==> src/rtl/display_scan_ctrl.sv <==
// display_scan_ctrl
//   Time-multiplexing scan controller for a bank of common-anode 7-segment
//   digits. It holds a multi-nibble value and steps through the digits at a
//   programmable rate. Each slot drives one nibble to the shared hex decoder
//   and one active-low digit enable. New values are loaded through a
//   load/acknowledge handshake and are only shown from a frame boundary on.
//
// Ports
//   CLK         system clock, rising edge
//   RESETN      asynchronous active-low reset
//   EN          scan enable (0 = display off)
//   LZ_BLANK    1 = suppress leading zeros
//   VALUE       value to display, digit i = VALUE[4i+3:4i]
//   LOAD        single-cycle strobe that captures VALUE
//   ACK         one-cycle pulse when a captured value becomes displayed
//   FRAME_DONE  one-cycle pulse after the last digit's slot
//   DISPLAYWIRE nibble of the current digit
//   DIGIT_EN    active-low one-hot digit enable
module display_scan_ctrl #(
   parameter int NDIGITS  = 8,
   parameter int PRESCALE = 50000
) (
   input  logic                   CLK,
   input  logic                   RESETN,
   input  logic                   EN,
   input  logic                   LZ_BLANK,
   input  logic [4*NDIGITS-1:0]   VALUE,
   input  logic                   LOAD,
   output logic                   ACK,
   output logic                   FRAME_DONE,
   output logic [3:0]             DISPLAYWIRE,
   output logic [NDIGITS-1:0]     DIGIT_EN
);

   localparam int IW = $clog2(NDIGITS);
   localparam int PW = (PRESCALE > 1) ? $clog2(PRESCALE) : 1;
   localparam logic [IW-1:0] LAST_IDX = IW'(NDIGITS - 1);
   localparam logic [PW-1:0] LAST_PRE = PW'(PRESCALE - 1);

   typedef enum logic {ST_OFF, ST_SCAN} state_t;

   state_t               state_q, state_d;
   logic [PW-1:0]        pre_q, pre_d;
   logic [IW-1:0]        idx_q, idx_d;
   logic [4*NDIGITS-1:0] active_q, active_d;
   logic [4*NDIGITS-1:0] pending_q, pending_d;
   logic                 pend_flag_q, pend_flag_d;
   logic                 ack_q, ack_d;
   logic                 fd_q, fd_d;

   logic                 tick;
   logic                 wrap;
   logic                 xfer;
   logic [3:0]           cur_nib;
   logic                 upper_zero;
   logic                 blank;

   always_ff @(posedge CLK or negedge RESETN) begin
      if (!RESETN) begin
         state_q     <= ST_OFF;
         pre_q       <= '0;
         idx_q       <= '0;
         active_q    <= '0;
         pending_q   <= '0;
         pend_flag_q <= 1'b0;
         ack_q       <= 1'b0;
         fd_q        <= 1'b0;
      end else begin
         state_q     <= state_d;
         pre_q       <= pre_d;
         idx_q       <= idx_d;
         active_q    <= active_d;
         pending_q   <= pending_d;
         pend_flag_q <= pend_flag_d;
         ack_q       <= ack_d;
         fd_q        <= fd_d;
      end
   end

   // Next-state, prescaler, digit index and load handshake.
   always_comb begin
      state_d = state_q;
      pre_d   = pre_q;
      idx_d   = idx_q;
      tick    = (state_q == ST_SCAN) && (pre_q == LAST_PRE);
      wrap    = tick && (idx_q == LAST_IDX);

      case (state_q)
         ST_OFF: begin
            if (EN) begin
               state_d = ST_SCAN;
               pre_d   = '0;
               idx_d   = '0;
            end
         end
         ST_SCAN: begin
            if (!EN) begin
               state_d = ST_OFF;
               pre_d   = '0;
               idx_d   = '0;
            end else if (tick) begin
               pre_d = '0;
               idx_d = (idx_q == LAST_IDX) ? '0 : idx_q + 1'b1;
            end else begin
               pre_d = pre_q + 1'b1;
            end
         end
         default: begin
            state_d = ST_OFF;
            pre_d   = '0;
            idx_d   = '0;
         end
      endcase

      // While off, a pending value is applied immediately; while scanning,
      // only at the frame wrap so a frame never mixes old and new digits.
      xfer     = pend_flag_q && ((state_q == ST_OFF) || wrap);
      active_d = xfer ? pending_q : active_q;
      ack_d    = xfer;
      fd_d     = wrap;

      // A LOAD coinciding with a transfer re-arms the flag: the old pending
      // value moves to active and the new one waits for the next wrap.
      pending_d   = LOAD ? VALUE : pending_q;
      pend_flag_d = LOAD ? 1'b1 : (xfer ? 1'b0 : pend_flag_q);
   end

   // Digit outputs, derived only from registered state.
   always_comb begin
      DISPLAYWIRE = '0;
      DIGIT_EN    = '1;
      cur_nib     = '0;
      upper_zero  = 1'b1;

      for (int unsigned i = 0; i < NDIGITS; i++) begin
         if (idx_q == IW'(i))
            cur_nib = active_q[4*i +: 4];
         if ((IW'(i) >= idx_q) && (active_q[4*i +: 4] != 4'h0))
            upper_zero = 1'b0;
      end

      // Digit 0 is never blanked so an all-zero value still shows "0".
      blank = LZ_BLANK && (idx_q != '0) && upper_zero;

      if (state_q == ST_SCAN) begin
         DISPLAYWIRE = cur_nib;
         for (int unsigned i = 0; i < NDIGITS; i++) begin
            if ((idx_q == IW'(i)) && !blank)
               DIGIT_EN[i] = 1'b0;
         end
      end
   end

   assign ACK        = ack_q;
   assign FRAME_DONE = fd_q;

endmodule

==> config.mk <==
export PLATFORM = sky130hd
export DESIGN_NAME = display_scan_ctrl
export DESIGN_NICKNAME = d
export VERILOG_FILES = /design/src/rtl/display_scan_ctrl.sv
export SDC_FILE = /design/constraint.sdc
export NUM_CORES = 1
export LEC_CHECK = 0
export ABC_AREA = 0
export BUFFER_PORTS_ARGS = -buffer_cell sky130_fd_sc_hd__clkbuf_2
export CAP_MARGIN = 5
export CELL_PAD_IN_SITES_DETAIL_PLACEMENT = 0
export CELL_PAD_IN_SITES_GLOBAL_PLACEMENT = 1
export CORE_UTILIZATION = 50
export DETAILED_ROUTE_END_ITERATION = 10
export GPL_TIMING_DRIVEN = 0
export PLACE_DENSITY = 0.81
export REMOVE_ABC_BUFFERS = 1
export SLEW_MARGIN = 5
export SYNTH_ARGS = -nofsm -noshare
export SYNTH_HDL_FRONTEND = slang
export SYNTH_SLANG_ARGS = --single-unit
==> constraint.sdc <==
create_clock -name CLK -period 4.45 [get_ports CLK]
set_input_delay 1.335 -clock CLK [delete_from_list [all_inputs] [get_ports CLK]]
set_output_delay 1.335 -clock CLK [all_outputs]
set_load 0.1 [all_outputs]
==> key figures <==
Yosys
  – Mapped Area: 4160 µm²
  – Most frequent cell after synthesis: dfrtp_1
  – Area contributors post-synth: dfrtp_1 52%, mux2_2 17%, nand3_1 2.5%
  – Synth area leader: dfrtp_1
  – Synth Area per Inst: 11.7 µm²
  – Synth cell types: 48
  – Asr flop ratio synth: 100%
  – Mapped Cells: 357
  – Sequential area share after synthesis: 52.3%
  – Top FF cell, synth: dfrtp_1
  – Synth warnings: 0
  – Area share of the largest cell type after synthesis: a little over half
  – FF+latch count, synth: between 80 and 90
  – Post-synth top cells: 87 x dfrtp_1, 64 x mux2_2, 25 x nand2_1
  – Post-synth EDFFs: 0

Global routing
  – Global-route usage over all layers: between 20% and 30%
  – Antenna violations before repair: 0
  – First-pass GRT wire length: 14.0 mm
  – Total congestion overflow: 0
  – Largest net degree at the start of global routing: 45
  – Number of global-route vias before repair: 2833

Die
  – Starting Density: between 50% and 60%
  – Die area: 8690 µm²
  – Ports: 51
  – Die width: 93.2 µm
  – Row Count: 32
  – Core area: 7890 µm²
  – Die Ht: 93.2 µm

Timing
  – Fmax: 236 MHz
  – Post-layout minimum cycle time: roughly 4.2 ns
  – # setup viols final: 0
  – Minimum hold slack: 0.507 ns
  – Max Slew Vio Count: 0
  – Slew headroom: 30.2%
  – RSZ-0062 raised after global routing: false
  – Worst Max-Slew Pin Slew: 1.04 ns
  – Final period utilization: 95.1%
  – Fin Clk Skew: around 0.016 ns
  – Final WS setup: between 0.2 and 0.25 ns
  – Final hold violations: 0

Detailed routing
  – Via Count: 2920
  – DR DRC count: 0
  – Iteration-0 DRC Markers: between 200 and 250
  – Total Wirelength: 8.30 mm
  – Via density per instance: 5.79
  – Pre-antenna DRT Iters: 4
  – DRT antenna net count: 0
  – Wire per inst: 16.5 µm

Clock tree
  – Post CTS Setup Buffer Count: 0
  – Clock Sinks: 87
  – H-tree Lvls: 3
  – Reg clk slew, reported paths: approximately 0.080 ns
  – Root Buffer: clkbuf_8
  – Max clock buf depth: 2
  – CTS buffer count: 9
  – Clock tree from TritonCTS: built
  – Clock Latency Late Sink: 0.36 ns

Cells and area
  – FF+latch area: 2180 µm²
  – Fillers: 686
  – Area Overhead vs Synth: 12.8%
  – Layout cells sized above 1: between 30% and 40%
  – ANT cells: 0
  – Multi-input logic area: 1860 µm²
  – Total Nets Final: 439
  – Final Core Density: 59.5%

Setup path
  – Max incr delay on CP: 0.59 ns
  – CP Capture Type: output pin
  – Worst path required time: 3.12 ns
  – Startpoint Class: flop
  – Crit-path cells: inv_1 > ha_1 > a221o_1 > a221o_1 > a31oi_1 > nor3b_1 > clkbuf_2
  – Crit Path Max Fanout: 13
  – Crit path DAT: approximately 2.9 ns
  – Critical path's most frequent cell: a221o_1
  – CP Class: flop to output pin
  – CP max stage cell: dfrtp_1

Place
  – Port Buf Inserts: 50
  – Pre-CTS setup slack: 0.00317 ns
  – DP HPWL: 5.80 mm
  – GP Congestion: 0.799

Power and ir drop
  – Static Leak: 2.07 nW
  – Maximum vdd drop: 235 µV
  – Pwr dens: 387 nW/µm²

Job
  – Max-cap viol count: 0

Run status
  – Status: finished clean

Worst hold path
  – Worst Hold Class: flop to flop
state kept, by name, indices dropped and copies added (netlist names):
register     count
pre_q           16
pend_flag_q      1
active_q        32
ACK              1
pending_q       32
state_q          1
idx_q            3
FRAME_DONE       1
repair_timing:
| action | in CTS | in global routing |
|---|---|---|
| gates resized for setup | 2 | 7 |
| endpoints found under the setup margin | 1 | 5 |
| hold buffers | 0 | 0 |
| hold endpoints to repair | 0 | 0 |
cell type report:
| class | count | share of cell area, % |
|---|---|---|
| inverter | 7 | 0.560 |
| tap | 102 | 2.72 |
| clock inverter | 3 | 1.39 |
| timing repair buffer | 51 | 5.92 |
| sequential | 87 | 46.4 |
| multi-input combinational | 241 | 39.6 |
| clock buffer | 13 | 3.39 |
report_power, final:
group          internal [W]  leakage [nW]  switching, W
Sequential         0.000880          1.06     0.0000699
Clock              0.000347         0.114      0.000273
Combinational      0.000121         0.889      0.000126
per-layer routing:
layer	vias up	track usage (%)	part of all wire, %
li1	1397	-	-
met1	1452	30.0	49
met2	58	31.8	46
met3	13	3.50	3.4
met4	0	8.21	1.8
met5	-	0	0
final timing paths:
check | cells past startpoint | start | slack [ns] | endpoint
worst max-delay path | 7 | idx_q[1] | 0.22 | DISPLAYWIRE[1]
worst min-delay path | 1 | pending_q[0] | 0.51 | pending_q[0]
worst max register to register | 4 | idx_q[2] | 1.67 | active_q[14]
worst min register to register | 1 | pending_q[0] | 0.51 | pending_q[0]
max in group asynchronous | 2 | RESETN | 2.80 | active_q[13]
min in group asynchronous | 1 | RESETN | 1.00 | ACK
critical path: cells and delay by family, from the launching register on:
family,cells,cell delay [ns]
AO/OA/AOI/OAI,3,0.96
AND/OR/NAND/NOR,1,0.10
buffers and inverters,2,0.51
flip-flops,1,0.59
adder cells (fa/ha/maj),1,0.37
through the flow:
| stage | instances | TNS [ns] | power (W) | cell area [µm²] |
|---|---|---|---|---|
| floorplan | 335 | -2.35 | 0.00112 | 4050 |
| global placement | 487 | 0 | 0.00120 | 4430 |
| detailed placement | 488 | 0 | 0.00122 | 4450 |
| CTS | 504 | 0 | 0.00183 | 4680 |
| global route | 504 | 0 | 0.00189 | 4690 |
| finish | 504 | 0 | 0.00182 | 4690 |
cells in the final DEF, fill, tap and decap left out, types with 7 or more instances in the layout:
| cell type | synthesis | routed |
|---|---|---|
| a21oi_1 | 16 | 16 |
| nand3_1 | 21 | 21 |
| a31oi_1 | 7 | 7 |
| dfrtp_1 | 87 | 87 |
| nand2_1 | 25 | 25 |
| mux2_2 | 64 | 64 |
| clkbuf_2 | 0 | 46 |
| inv_1 | 7 | 7 |
| nor2_1 | 7 | 7 |
| nand2b_1 | 9 | 9 |
| clkbuf_8 | 0 | 11 |
| o21ai_0 | 11 | 11 |
cell families after synthesis:
| group | count (synthesis) | share of synthesized area [%] |
|---|---|---|
| buf+inv | 29 | 3.22 |
| flops | 87 | 52.3 |
| xor+xnor | 1 | 0.211 |
| compound gates | 69 | 11.6 |
| fa+ha+maj | 5 | 1.50 |
| simple gates | 101 | 13.5 |
| mux | 65 | 17.6 |
No activity file was read; power rests on OpenSTA's default activity.
